`src/rtl/control_sequencer_if.sv`:
```
// Control bundle between the sequencer and the datapath:
// instruction and stop request in, load enables and selects out.
interface control_sequencer_if;
    logic        stop;
    logic [31:0] IR_Data;
    logic        run;
    logic [4:0]  alu_instruction;
    logic        PC_enable;
    logic        PC_increment_enable;
    logic        IR_enable;
    logic        Y_enable;
    logic        Z_enable;
    logic        MAR_enable;
    logic        MDR_enable;
    logic        r_enable;
    logic        HI_enable;
    logic        PC_select;
    logic        MDR_select;
    logic        Z_LO_select;
    logic        c_select;
    logic        r_select;
    logic        HI_select;
    logic        LO_select;
    logic        read;
    logic        write;
    logic        Gra;
    logic        Grb;
    logic        Grc;
    logic        BAout;

    modport master (
        input  stop, IR_Data,
        output run, alu_instruction,
        output PC_enable, PC_increment_enable, IR_enable,
        output Y_enable, Z_enable, MAR_enable, MDR_enable,
        output r_enable, HI_enable,
        output PC_select, MDR_select, Z_LO_select, c_select,
        output r_select, HI_select, LO_select, read, write,
        output Gra, Grb, Grc, BAout
    );

    modport slave (
        output stop, IR_Data,
        input  run, alu_instruction,
        input  PC_enable, PC_increment_enable, IR_enable,
        input  Y_enable, Z_enable, MAR_enable, MDR_enable,
        input  r_enable, HI_enable,
        input  PC_select, MDR_select, Z_LO_select, c_select,
        input  r_select, HI_select, LO_select, read, write,
        input  Gra, Grb, Grc, BAout
    );
endinterface

```
`src/rtl/control_sequencer.sv`:
```
// Moore control sequencer: fetch T0-T2, execute T3-T7, HALT.
// Outputs decode only the state register (phase + latched class).
module control_sequencer #(
    parameter logic [4:0] ALU_ADD = 5'b00001,
    parameter logic [4:0] ALU_SUB = 5'b00010
) (
    input  logic                clk,
    input  logic                reset,
    control_sequencer_if.master bus
);

    typedef enum logic [3:0] {
        RESET, T0, T1, T2, T3, T4, T5, T6, T7, HALT
    } state_t;

    typedef enum logic [3:0] {
        I_NOP, I_LD, I_LDI, I_ST, I_ADD,
        I_SUB, I_ADDI, I_MFHI, I_MFLO
    } instr_t;

    state_t state, state_n, end_n;
    instr_t instr, dec;
    logic [4:0] op;

    assign op = bus.IR_Data[31:27];

    always_comb begin
        dec = I_NOP;
        case (op)
            5'b00000: dec = I_LD;
            5'b00001: dec = I_LDI;
            5'b00010: dec = I_ST;
            5'b00011: dec = I_ADD;
            5'b00100: dec = I_SUB;
            5'b01100: dec = I_ADDI;
            5'b11000: dec = I_MFHI;
            5'b11001: dec = I_MFLO;
            default:  dec = I_NOP;
        endcase
    end

    // The class is latched at T2 so execute outputs depend on state only.
    always_ff @(posedge clk) begin
        if (reset) begin
            state <= RESET;
            instr <= I_NOP;
        end else begin
            state <= state_n;
            if (state == T2)
                instr <= dec;
        end
    end

    always_comb begin
        end_n   = bus.stop ? HALT : T0;
        state_n = state;
        case (state)
            RESET: state_n = T0;
            T0:    state_n = T1;
            T1:    state_n = T2;
            T2: begin
                if (op == 5'b11011)
                    state_n = HALT;
                else if (dec == I_NOP)
                    state_n = end_n;
                else
                    state_n = T3;
            end
            T3: state_n = (instr == I_MFHI || instr == I_MFLO)
                          ? end_n : T4;
            T4: state_n = T5;
            T5: state_n = (instr == I_LD || instr == I_ST)
                          ? T6 : end_n;
            T6:      state_n = T7;
            T7:      state_n = end_n;
            HALT:    state_n = HALT;
            default: state_n = RESET;
        endcase
    end

    always_comb begin
        bus.run                 = (state != HALT);
        bus.alu_instruction     = 5'b00000;
        bus.PC_enable           = 1'b0;
        bus.PC_increment_enable = 1'b0;
        bus.IR_enable           = 1'b0;
        bus.Y_enable            = 1'b0;
        bus.Z_enable            = 1'b0;
        bus.MAR_enable          = 1'b0;
        bus.MDR_enable          = 1'b0;
        bus.r_enable            = 1'b0;
        bus.HI_enable           = 1'b0;
        bus.PC_select           = 1'b0;
        bus.MDR_select          = 1'b0;
        bus.Z_LO_select         = 1'b0;
        bus.c_select            = 1'b0;
        bus.r_select            = 1'b0;
        bus.HI_select           = 1'b0;
        bus.LO_select           = 1'b0;
        bus.read                = 1'b0;
        bus.write               = 1'b0;
        bus.Gra                 = 1'b0;
        bus.Grb                 = 1'b0;
        bus.Grc                 = 1'b0;
        bus.BAout               = 1'b0;
        case (state)
            T0: begin
                bus.PC_select  = 1'b1;
                bus.MAR_enable = 1'b1;
            end
            T1: begin
                bus.PC_increment_enable = 1'b1;
                bus.read                = 1'b1;
                bus.MDR_enable          = 1'b1;
            end
            T2: begin
                bus.MDR_select = 1'b1;
                bus.IR_enable  = 1'b1;
            end
            T3: begin
                case (instr)
                    I_LD, I_LDI, I_ST: begin
                        bus.Grb      = 1'b1;
                        bus.BAout    = 1'b1;
                        bus.Y_enable = 1'b1;
                    end
                    I_ADD, I_SUB, I_ADDI: begin
                        bus.Grb      = 1'b1;
                        bus.r_select = 1'b1;
                        bus.Y_enable = 1'b1;
                    end
                    I_MFHI: begin
                        bus.Gra       = 1'b1;
                        bus.r_enable  = 1'b1;
                        bus.HI_select = 1'b1;
                    end
                    I_MFLO: begin
                        bus.Gra       = 1'b1;
                        bus.r_enable  = 1'b1;
                        bus.LO_select = 1'b1;
                    end
                    default: ;
                endcase
            end
            T4: begin
                bus.Z_enable = 1'b1;
                case (instr)
                    I_ADD: begin
                        bus.Grc             = 1'b1;
                        bus.r_select        = 1'b1;
                        bus.alu_instruction = ALU_ADD;
                    end
                    I_SUB: begin
                        bus.Grc             = 1'b1;
                        bus.r_select        = 1'b1;
                        bus.alu_instruction = ALU_SUB;
                    end
                    default: begin
                        bus.c_select        = 1'b1;
                        bus.alu_instruction = ALU_ADD;
                    end
                endcase
            end
            T5: begin
                bus.Z_LO_select = 1'b1;
                if (instr == I_LD || instr == I_ST) begin
                    bus.MAR_enable = 1'b1;
                end else begin
                    bus.Gra      = 1'b1;
                    bus.r_enable = 1'b1;
                end
            end
            T6: begin
                bus.MDR_enable = 1'b1;
                if (instr == I_LD) begin
                    bus.read = 1'b1;
                end else begin
                    bus.Gra      = 1'b1;
                    bus.r_select = 1'b1;
                end
            end
            T7: begin
                if (instr == I_LD) begin
                    bus.MDR_select = 1'b1;
                    bus.Gra        = 1'b1;
                    bus.r_enable   = 1'b1;
                end else begin
                    bus.write = 1'b1;
                end
            end
            default: ;
        endcase
    end

endmodule

```
`src/flat_wrapper.sv`:
```
// flat-port wrapper written by rule: the top's interface ports become plain ports
module control_sequencer_flat 
#(
    parameter logic [4:0] ALU_ADD = 5'b00001,
    parameter logic [4:0] ALU_SUB = 5'b00010
)
  (clk, reset, bus_stop, bus_IR_Data, bus_run, bus_alu_instruction, bus_PC_enable, bus_PC_increment_enable, bus_IR_enable, bus_Y_enable, bus_Z_enable, bus_MAR_enable, bus_MDR_enable, bus_r_enable, bus_HI_enable, bus_PC_select, bus_MDR_select, bus_Z_LO_select, bus_c_select, bus_r_select, bus_HI_select, bus_LO_select, bus_read, bus_write, bus_Gra, bus_Grb, bus_Grc, bus_BAout);
  control_sequencer_if bus_i ();
  input  logic clk;
  input  logic reset;
  input wire logic [$bits(bus_i.stop)-1:0] bus_stop;
  input wire logic [$bits(bus_i.IR_Data)-1:0] bus_IR_Data;
  output wire logic [$bits(bus_i.run)-1:0] bus_run;
  output wire logic [$bits(bus_i.alu_instruction)-1:0] bus_alu_instruction;
  output wire logic [$bits(bus_i.PC_enable)-1:0] bus_PC_enable;
  output wire logic [$bits(bus_i.PC_increment_enable)-1:0] bus_PC_increment_enable;
  output wire logic [$bits(bus_i.IR_enable)-1:0] bus_IR_enable;
  output wire logic [$bits(bus_i.Y_enable)-1:0] bus_Y_enable;
  output wire logic [$bits(bus_i.Z_enable)-1:0] bus_Z_enable;
  output wire logic [$bits(bus_i.MAR_enable)-1:0] bus_MAR_enable;
  output wire logic [$bits(bus_i.MDR_enable)-1:0] bus_MDR_enable;
  output wire logic [$bits(bus_i.r_enable)-1:0] bus_r_enable;
  output wire logic [$bits(bus_i.HI_enable)-1:0] bus_HI_enable;
  output wire logic [$bits(bus_i.PC_select)-1:0] bus_PC_select;
  output wire logic [$bits(bus_i.MDR_select)-1:0] bus_MDR_select;
  output wire logic [$bits(bus_i.Z_LO_select)-1:0] bus_Z_LO_select;
  output wire logic [$bits(bus_i.c_select)-1:0] bus_c_select;
  output wire logic [$bits(bus_i.r_select)-1:0] bus_r_select;
  output wire logic [$bits(bus_i.HI_select)-1:0] bus_HI_select;
  output wire logic [$bits(bus_i.LO_select)-1:0] bus_LO_select;
  output wire logic [$bits(bus_i.read)-1:0] bus_read;
  output wire logic [$bits(bus_i.write)-1:0] bus_write;
  output wire logic [$bits(bus_i.Gra)-1:0] bus_Gra;
  output wire logic [$bits(bus_i.Grb)-1:0] bus_Grb;
  output wire logic [$bits(bus_i.Grc)-1:0] bus_Grc;
  output wire logic [$bits(bus_i.BAout)-1:0] bus_BAout;
  assign bus_i.stop = bus_stop;
  assign bus_i.IR_Data = bus_IR_Data;
  assign bus_run = bus_i.run;
  assign bus_alu_instruction = bus_i.alu_instruction;
  assign bus_PC_enable = bus_i.PC_enable;
  assign bus_PC_increment_enable = bus_i.PC_increment_enable;
  assign bus_IR_enable = bus_i.IR_enable;
  assign bus_Y_enable = bus_i.Y_enable;
  assign bus_Z_enable = bus_i.Z_enable;
  assign bus_MAR_enable = bus_i.MAR_enable;
  assign bus_MDR_enable = bus_i.MDR_enable;
  assign bus_r_enable = bus_i.r_enable;
  assign bus_HI_enable = bus_i.HI_enable;
  assign bus_PC_select = bus_i.PC_select;
  assign bus_MDR_select = bus_i.MDR_select;
  assign bus_Z_LO_select = bus_i.Z_LO_select;
  assign bus_c_select = bus_i.c_select;
  assign bus_r_select = bus_i.r_select;
  assign bus_HI_select = bus_i.HI_select;
  assign bus_LO_select = bus_i.LO_select;
  assign bus_read = bus_i.read;
  assign bus_write = bus_i.write;
  assign bus_Gra = bus_i.Gra;
  assign bus_Grb = bus_i.Grb;
  assign bus_Grc = bus_i.Grc;
  assign bus_BAout = bus_i.BAout;
  control_sequencer #(.ALU_ADD(ALU_ADD), .ALU_SUB(ALU_SUB)) u_core (.clk(clk), .reset(reset), .bus(bus_i));
endmodule
```
`config.mk`:
```
export PLATFORM = sky130hd
export DESIGN_NAME = control_sequencer_flat
export DESIGN_NICKNAME = d
export VERILOG_FILES = /design/src/rtl/control_sequencer_if.sv /design/src/rtl/control_sequencer.sv /design/src/flat_wrapper.sv
export SDC_FILE = /design/constraint.sdc
export NUM_CORES = 1
export LEC_CHECK = 0
export CAP_MARGIN = 15
export CORE_UTILIZATION = 35
export DETAILED_ROUTE_END_ITERATION = 6
export GPL_TIMING_DRIVEN = 0
export PLACE_DENSITY_LB_ADDON = 0.25
export SYNTH_ARGS = -nofsm -noshare
export SYNTH_HDL_FRONTEND = slang
export SYNTH_SLANG_ARGS = --single-unit
```
`constraint.sdc`:
```
create_clock -name clk -period 2.4 [get_ports clk]
set_input_delay 0.48 -clock clk [delete_from_list [all_inputs] [get_ports clk]]
set_output_delay 0.48 -clock clk [all_outputs]
set_load 0.02 [all_outputs]
```
==> results.json <==
{
  "status": "finished, final reports clean",
  "max_freq_mhz": 434.4,
  "drcViolationCount": 0,
  "die_x_um": 53.30,
  "rsz0062_at_grt": "false",
  "synth_edf_count": 0,
  "fin_nets": 213,
  "area_growth_syn_to_layout_pct": 51.63,
  "worstPathRequired_ps": 1920,
  "p_per_area_mw_per_mm2": 316.6,
  "gp_routability_congestion": 0.8863,
  "core_area_sq_mm": 0.002477,
  "multi_input_comb_area_sq_um": 757.0,
  "drtIter0Drc": 24,
  "nFillCells": 257,
  "seq_area_sq_um": 166.4,
  "n_antenna_cell": 0,
  "drive_gt1_frac": 0.2326,
  "grt.overflow.total": 0,
  "critPathKind": "register to primary output",
  "fin_crit_sh": 0.9592,
  "place_area_sq_mm": 0.001270,
  "async_flop_share": 0,
  "mappedNetlistArea_sq_um": 920.9,
  "cp_slowest_cell": "dfxtp_1",
  "cts_made_buffers": 3,
  "fp.dieH_um": 53.30,
  "path_delay_family": "simple AND/OR/NAND/NOR gates",
  "vias": 1076,
  "stdcell_count": 202,
  "holdBufCountCts": 0,
  "ir_worst_vdd_uv": 212.9,
  "synth_area_per_cell_sq_um": 6.722,
  "routed_wirelength_um": 2541,
  "vias_per_cell": 5.327,
  "netlist_instances": 137,
  "antenna_left": 0,
  "crit_arrival_ps": 1820,
  "worstHoldPathType": "register to register",
  "yosysWarnings": 0,
  "start_kind": "register",
  "dr.pass1.iters": 5,
  "drv_cap": 0,
  "slew_violations": 0,
  "ys_types": 46,
  "clk_path_buf_depth": 2,
  "ys_seq_area_frac": 0.1739,
  "grt_pass1_vias": 931,
  "worstSkewPairLatency_ps": 250,
  "endpoint_kind": "primary output",
  "grt_pass1_wl_um": 3988,
  "gr-usage-all-layers": 0.1871,
  "worst_slack_ps": 97.94,
  "antenna_found_initial": 0,
  "htreeDepth": 1,
  "utilization": 0.5636,
  "finalClockSkew_ps": 6.131,
  "crit_path_max_incr_delay_ps": 400,
  "place_ws_ps": -275.6,
  "dp_hpwl_um": 1901,
  "setup_violations": 0,
  "cp_max_fo": 10,
  "stdcell_area_sq_mm": 0.001396,
  "cp_cell_sequence": "buf_4 > nand2_1 > or3_1 > a21oi_2 > o21bai_1 > buf_2",
  "routedWlPerCell_um": 12.58,
  "clock_sink_count": 8,
  "holdWs_ps": 573.6,
  "pin_count": 63,
  "power.leakage_nw": 0.7403,
  "synth_seq_cells": 8,
  "grt_max_degree": 11,
  "initial_core_util": 0.3717,
  "clk_pin_slew_ps": 60,
  "port-buffer-count": 29,
  "rows": 18,
  "place_inst": 200,
  "critPathBufInv": 2,
  "die-area_sq_mm": 0.002840,
  "cts-root-buf": "clkbuf_4",
  "period_needed_ps": 2302,
  "finalHoldViolations": 0,
  "synth_ff_type": "dfxtp_1",
  "cts_tree": "yes"
}
==> kinds of logic (layout without fill, tap and decap cells) <==
family                     after synthesis  after routing  share of synthesized area
other                                    1              5                   0.004072
AOI/OAI and AO/OA                       37             37                     0.2663
and+or+nand+nor                         65             65                     0.3682
DFF                                      8              8                     0.1739
buffers and inverters                   20             51                     0.1114
adders and majority gates                4              4                    0.05435
muxes                                    2              2                    0.02174
==> Yosys cell counts (2+ instances only) <==
cell type | count | area share
or3_1 | 2 | 0.014
buf_4 | 6 | 0.049
nor3_1 | 8 | 0.043
and3_1 | 2 | 0.014
clkbuf_1 | 4 | 0.016
buf_2 | 4 | 0.022
a31oi_1 | 2 | 0.014
a21oi_1 | 11 | 0.060
inv_1 | 5 | 0.020
nand2b_1 | 3 | 0.020
nand2_1 | 11 | 0.045
o21ai_0 | 7 | 0.038
nor2_1 | 18 | 0.073
a21o_1 | 2 | 0.016
ha_1 | 4 | 0.054
nand3_1 | 3 | 0.016
nor2b_1 | 5 | 0.034
dfxtp_1 | 8 | 0.17
mux2i_1 | 2 | 0.022
nor4_1 | 2 | 0.014
o211ai_1 | 2 | 0.016
and2_1 | 2 | 0.014
==> report_power, final <==
group | internal [mW] | switching [mW] | leakage, nW
Combinational | 0.0802 | 0.109 | 0.660
Sequential | 0.140 | 0.0106 | 0.0667
Clock | 0.0572 | 0.0449 | 0.0138
Total | 0.278 | 0.164 | 0.740
==> final timing paths <==
path,startpoint,end,slack [ps],cells past startpoint
min reg2reg,u_core.instr[2],u_core.instr[2],570,2
min,u_core.instr[2],u_core.instr[2],570,2
max reg2reg,u_core.instr[3],u_core.state[3],870,5
max,u_core.state[3],bus_Gra,100,6
==> area by class of cell <==
type                       instances  area share
tap                               30     0.02688
sequential                         8      0.1192
inverter                           5     0.01344
multi-input combinational        113      0.5421
clock buffer                       3     0.01613
buffer                            14     0.06631
timing repair buffer              29      0.2159
==> per-stage QoR <==
stage | TNS, ps | total power [mW]
after global routing | 0 | 0.4675
after CTS | 0 | 0.4318
after detailed placement | -922.1 | 0.3248
after global placement | -664.8 | 0.3213
after floorplan | 0 | 0.2669
final | 0 | 0.4421
==> worst register-to-register path, cell delays in order, from the launching register on <==
cell and delay [ps]:
dfxtp_4 390, or3b_4 410, a21oi_2 170, o21ai_1 70
a21o_1 190, a311oi_2 220
==> registers in the layout, indices dropped and copies added, names as in the netlist <==
signal        cells
u_core.instr      4
u_core.state      4
==> metal layers <==
layer | vias to the layer above | global-route usage | part of all wire
met1 | 495 | 0.2250 | 0.45
met4 | 0 | 0.07018 | 0.0075
met2 | 30 | 0.3417 | 0.50
li1 | 549 | - | -
met3 | 2 | 0.008621 | 0.040
met5 | - | 0 | 0
==> what timing repair did <==
action,CTS,global route
pin swaps,1,1
endpoints found under the setup margin,19,16
setup buffers,0,0
gates resized for setup,23,27
==> cell usage in the layout (no fill, tap or decap), types with 3 or more instances in the layout <==
master,instances
a21oi_1,10
buf_2,5
buf_4,7
clkbuf_4,5
clkdlybuf4s50_1,13
conb_1,5
dfxtp_1,5
dlygate4sd2_1,3
dlymetal6s2s_1,10
ha_1,3
inv_1,5
nand2_1,11
nand2b_1,3
nand3_1,3
nor2_1,15
nor2b_1,3
nor3_1,7
o21ai_0,7
Power figures use the tool's default switching activity.
